## src/rtl/serial_adder_ctrl.sv

```systemverilog
// serial_adder_ctrl
// Bit-serial adder controller. Captures two WIDTH-bit operands on a start
// request, then feeds one 1-bit adder slice (two half adders plus an OR)
// LSB-first, one bit per clock. The result is published in one step when the
// final bit is done, so sum/cout never show partial values. done pulses for
// one cycle in the DONE state.

module serial_adder_ctrl #(
  parameter int WIDTH = 8
) (
  input  logic             clk,
  input  logic             rst,
  input  logic             start,
  input  logic [WIDTH-1:0] a,
  input  logic [WIDTH-1:0] b,
  output logic             busy,
  output logic             done,
  output logic [WIDTH-1:0] sum,
  output logic             cout
);

  localparam int CW = $clog2(WIDTH + 1);
  localparam logic [CW-1:0] LAST_BIT = CW'(WIDTH - 1);

  typedef enum logic [1:0] {
    IDLE = 2'd0,
    RUN  = 2'd1,
    DONE = 2'd2
  } state_t;

  state_t state;
  state_t state_next;

  // Operand shift registers; bit 0 is the bit being added this cycle.
  logic [WIDTH-1:0] sa;
  logic [WIDTH-1:0] sb;

  // Collected sum bits (the final bit arrives on the completion edge, so only
  // WIDTH-1 bits need to be stored beforehand).
  logic [WIDTH-2:0] res;

  logic          carry;
  logic [CW-1:0] count;

  // Slice signals.
  logic             p;
  logic             g1;
  logic             s;
  logic             g2;
  logic             carry_next;
  logic [WIDTH-1:0] res_next;
  logic             last_bit;

  // Shared 1-bit adder slice: two half adders with the generate terms ORed.
  always_comb begin
    p          = sa[0] ^ sb[0];
    g1         = sa[0] & sb[0];
    s          = p ^ carry;
    g2         = p & carry;
    carry_next = g1 | g2;
    res_next   = {s, res};
    last_bit   = (count == LAST_BIT);
  end

  // State register; reset aborts any operation in flight.
  always_ff @(posedge clk or posedge rst) begin
    if (rst) begin
      state <= IDLE;
    end else begin
      state <= state_next;
    end
  end

  // Next-state logic: start is only honoured in IDLE; DONE lasts one cycle.
  always_comb begin
    state_next = state;
    case (state)
      IDLE:    if (start) state_next = RUN;
      RUN:     if (last_bit) state_next = DONE;
      DONE:    state_next = IDLE;
      default: state_next = IDLE;
    endcase
  end

  // Status flags are plain decodes of the state register.
  assign busy = (state == RUN);
  assign done = (state == DONE);

  // Datapath: load operands on accept, shift one bit per RUN cycle, and
  // publish sum/cout only on the final bit.
  always_ff @(posedge clk or posedge rst) begin
    if (rst) begin
      sa    <= '0;
      sb    <= '0;
      res   <= '0;
      carry <= 1'b0;
      count <= '0;
      sum   <= '0;
      cout  <= 1'b0;
    end else begin
      case (state)
        IDLE: begin
          if (start) begin
            sa    <= a;
            sb    <= b;
            carry <= 1'b0;
            count <= '0;
          end
        end
        RUN: begin
          carry <= carry_next;
          res   <= res_next[WIDTH-1:1];
          sa    <= sa >> 1;
          sb    <= sb >> 1;
          count <= count + 1'b1;
          if (last_bit) begin
            sum  <= res_next;
            cout <= carry_next;
          end
        end
        default: begin
        end
      endcase
    end
  end

endmodule

```

## config.mk

```make
export PLATFORM = sky130hd
export DESIGN_NAME = serial_adder_ctrl
export DESIGN_NICKNAME = d
export VERILOG_FILES = /design/src/rtl/serial_adder_ctrl.sv
export SDC_FILE = /design/constraint.sdc
export NUM_CORES = 1
export LEC_CHECK = 0
export CAP_MARGIN = 20
export CORE_UTILIZATION = 50
export CTS_CLUSTER_SIZE = 16
export DETAILED_ROUTE_END_ITERATION = 8
export PLACE_DENSITY_LB_ADDON = 0.3
export SLEW_MARGIN = 25
export SYNTH_ARGS = -nofsm -noshare
export SYNTH_HDL_FRONTEND = slang
export SYNTH_SLANG_ARGS = --single-unit
export TNS_END_PERCENT = 100
```

## constraint.sdc

```tcl
create_clock -name clk -period 4.7 [get_ports clk]
set_input_delay 0.94 -clock clk [delete_from_list [all_inputs] [get_ports clk]]
set_output_delay 0.94 -clock clk [all_outputs]
set_load 0.005 [all_outputs]
```

# Word level (Yosys, flattened, before mapping)
# Cells that the tools add are included.
# totals
regBits,39
out_inout_bits,11
wordCells,35
# classes
addsub,1
n_eq_ne,5
n_mux,11
bitwise,5
n_reduce_logical,5
# ops
op,count
$pmux W8 S2,2
$mux W8,2
$pmux W4 S2,1
$reduce_and A2 Y1,3
$add A4 B1 Y4 const B,1
$eq A4 B3 Y1 const B,1
$mux W2,2
$mux W4,1
$pmux W2 S2,1
$and A1 B1 Y1,2
$eq A2 B1 Y1 const B,1
$eq A2 B2 Y1 const B,1
$logic_not A2 Y1,1
$ne A2 B1 Y1 const B,1
$ne A2 B2 Y1 const B,1
$pmux W1 S2,1
$reduce_bool A2 Y1,1
$xor A1 B1 Y1,2
$mux W1,1
$or A1 B1 Y1,1

# Depth between registers and ports, before layout
# logic_depth
word_depth,4
mapped_depth,6
depth_no_buf,4

# Worst setup path before layout
# OpenSTA, ideal clock, no wires.
# synth_path
path_kind,register to output
start,register state[1]
end,output busy
arrival_ns,1.087
required_time_ns,3.760
path_slack_ns,2.673
stages_incl_launch_ff,5
cell_sequence,dfrtp_1 nand2b_1 clkbuf_2 clkinv_1 clkbuf_1
# synth_via
elab_chain_len,1
# synth_lines
element,line,rtl
from (decl),31,state_t state;
from (signal assigned),70,state <= state_next;
$eq A2 B1 Y1,86,assign busy = (state == RUN);
to (decl),16,"output logic busy,"
# Every way passes these cells.

# Worst setup path after layout
# Same ends and word-level chain as after synthesis.

==> flow_metrics.py <==
metrics = {
    "drt": {
        "routed-via-count": 1152,
        "drc": 0,
        "drt_iter0_drc": 60,
        "routed_wl_um": 2940,
        "firstDrtPassIters": 4,
        "ant_nets": 0,
        "drt-wirelength-per-cell_um": 13.0,
        "via_per_inst": 5.07,
    },
    "clock_network": {
        "post-cts-setup-buffers": 0,
        "clk_pin_slew_ns": 0.11,
        "cts_root_buffer": "clkbuf_4",
        "cts.repair.resized": 0,
        "numCtsBuffers": 5,
        "clock-sinks": 39,
        "tritoncts": "done",
        "clockBufferDepth": 2,
        "cts-htree-levels": 2,
        "hold_buffers": 0,
        "insertion_delay_ns": 0.34,
    },
    "pwr": {
        "power.share.clock_pct": 16.0,
        "p_seq_share_pct": 47.2,
        "swShare_pct": 34.7,
        "p_total_mw": 1.20,
        "worst_ir_drop_vdd_v": 0.000375,
        "p_leak_nw": 0.973,
        "internal-power_uw": 782,
        "power_switching_uw": 415,
        "combPwrFrac_pct": 36.8,
        "power_density_mw_per_mm2": 596,
    },
    "logic_synthesis": {
        "yosysWarnings": 0,
        "syn-num-nets": 172,
        "synth_area_mm2": 0.00160,
        "avgSynthCellArea_um2": 10.6,
        "ys_seq_area_share_pct": 60.8,
        "syn_inst": 151,
        "ys_async_sr_fraction_pct": 100,
        "synth_cell_types": 24,
        "synth_edf_count": 0,
        "synth_flop_cell": "dfrtp_1",
        "ys_ff_latch": 39,
    },
    "critical_path": {
        "path_class": "flop to output pin",
        "endpoint_kind": "output pin",
        "crit_path_start_kind": "flop",
        "cp_slowest_cell": "nand2b_1",
        "arrival_ns": 1.98,
        "crit_fanout": 15,
        "cp.required_ns": 3.76,
        "critPathMaxStageDelay_ns": 0.54,
        "path_cells": "nand2b_1 > clkinv_1 > clkdlybuf4s50_1",
    },
    "placed_design": {
        "place.gp.congestion": 0.757,
        "port-buffer-count": 29,
        "dp_hpwl_um": 1930,
    },
    "sta": {
        "worstMarginPinSlew_ns": 0.954,
        "finalCritPeriodShare_pct": 62.0,
        "setup_violations": 0,
        "clock-skew-final_ns": 0.00540,
        "max_clock_freq_mhz": 343,
        "worst_hold_slack_ns": 0.487,
        "finalHoldViolations": 0,
        "fin_crit_ns": 2.92,
        "rsz0062_at_grt": "no",
        "max_slew_margin_pct": 36.1,
        "final.setup.tns_ns": 0,
        "report.final.slew_viol_count": 0,
    },
    "global_routing": {
        "grt_usage_pct": 20.6,
        "grt_max_degree": 28,
        "grt_antenna_before_repair": 0,
        "grt_pass1_vias": 1203,
        "grt_pass1_wl_um": 5200,
        "overflow": 0,
    },
    "final_layout": {
        "nNetsFinal": 203,
        "final_cell_mix": "nand2_1, dfrtp_1, clkdlybuf4s50_1, a22oi_1, mux2_2",
        "area_growth_pct": 25.2,
        "n_antenna_cell": 0,
        "final_common_cell": "nand2_1",
        "drive_gt1_share_pct": 13.1,
    },
    "flow_run": {
        "maxCapViolCount": 0,
    },
    "floorplanning": {
        "start_util_pct": 52.5,
        "die_h_um": 58.6,
        "dieArea_mm2": 0.00344,
        "die-width_um": 58.6,
        "core_mm2": 0.00305,
        "rows": 20,
        "io_pins": 30,
    },
    "outcome": {
        "status": "finished, final reports clean",
    },
    "hold_path": {
        "hp-class": "flop to flop",
    },
}
layout make-up:
| cell class | count | area [um^2] |
|---|---|---|
| flip-flops and latches | 39 | 976 |
| multi-input cells | 103 | 596 |
| repair buffers | 31 | 305 |
| fillers | 265 | 1040 |
| clock buffers | 8 | 68.8 |
| inverters | 2 | 7.51 |
| well taps | 44 | 55.1 |
power by group through the flow:
stage	Sequential [mW]	Clock, mW	Combinational (mW)
floorplan	0.555	0	0.289
global placement	0.565	0	0.429
detailed placement	0.570	0	0.449
CTS	0.565	0.198	0.449
global route	0.585	0.212	0.502
finish	0.565	0.192	0.440
cells by family (layout without fill, tap and decap cells):
group           after synthesis  in the layout  synth area share (%)
mux                          10             10                  6.94
compound gates               20             20                  8.89
simple gates                 71             71                  19.0
flops                        39             39                  60.8
fa+ha+maj                     2              2                  2.03
buf+inv                       9             41                  2.26
routing by layer:
layer | share of wire, % | wire, um | up-vias | global-route usage [%]
met1 | 46 | 1350 | 537 | 26.1
met3 | 7.0 | 205 | 6 | 6.15
met4 | 1.8 | 53 | 0 | 9.18
li1 | - | - | 571 | -
met2 | 45 | 1330 | 38 | 32.8
met5 | 0 | 0 | - | 0
critical path, delay by kind of cell (launching register included):
family,cells,cell delay [ns]
buffers and inverters,2,0.68
flip-flops,1,0.41
AND/OR/NAND/NOR,1,0.54
flip-flops by register name (all words and copies together) (netlist names):
name	flops
sb	8
count	4
sum	8
state	2
res	7
cout	1
sa	8
carry	1
final timing paths:
check | from | to | slack (ns) | cells after the start
hold / removal | sb[6] | sb[6] | 0.49 | 2
setup / recovery | state[1] | busy | 1.78 | 3
hold reg to reg | sb[6] | sb[6] | 0.49 | 2
setup reg to reg | state[1] | sum[7] | 2.75 | 3
min in group asynchronous | rst | sum[2] | 0.95 | 2
max in group asynchronous | rst | sum[7] | 3.17 | 3
metrics by stage:
step	instance area, um^2	worst slack (ns)	utilization [%]	cells
2_1_floorplan	1600	2.67	-	151
3_3_place_gp	1940	2.17	63.4	219
3_5_place_dp	1940	2.14	63.4	219
4_1_cts	2000	1.75	65.7	227
5_1_grt	2010	1.62	65.8	227
6_report	2010	1.78	65.8	227
Yosys cell counts (3+ instances only):
cell type  count  area [um^2]
clkbuf_1       4         15.0
o21ai_0        3         15.0
dfrtp_1       39          976
nand3_1        4         20.0
mux2_2         9          101
nand2_1       61          229
a22oi_1       14          105
No activity file was read; power rests on OpenSTA's default activity.
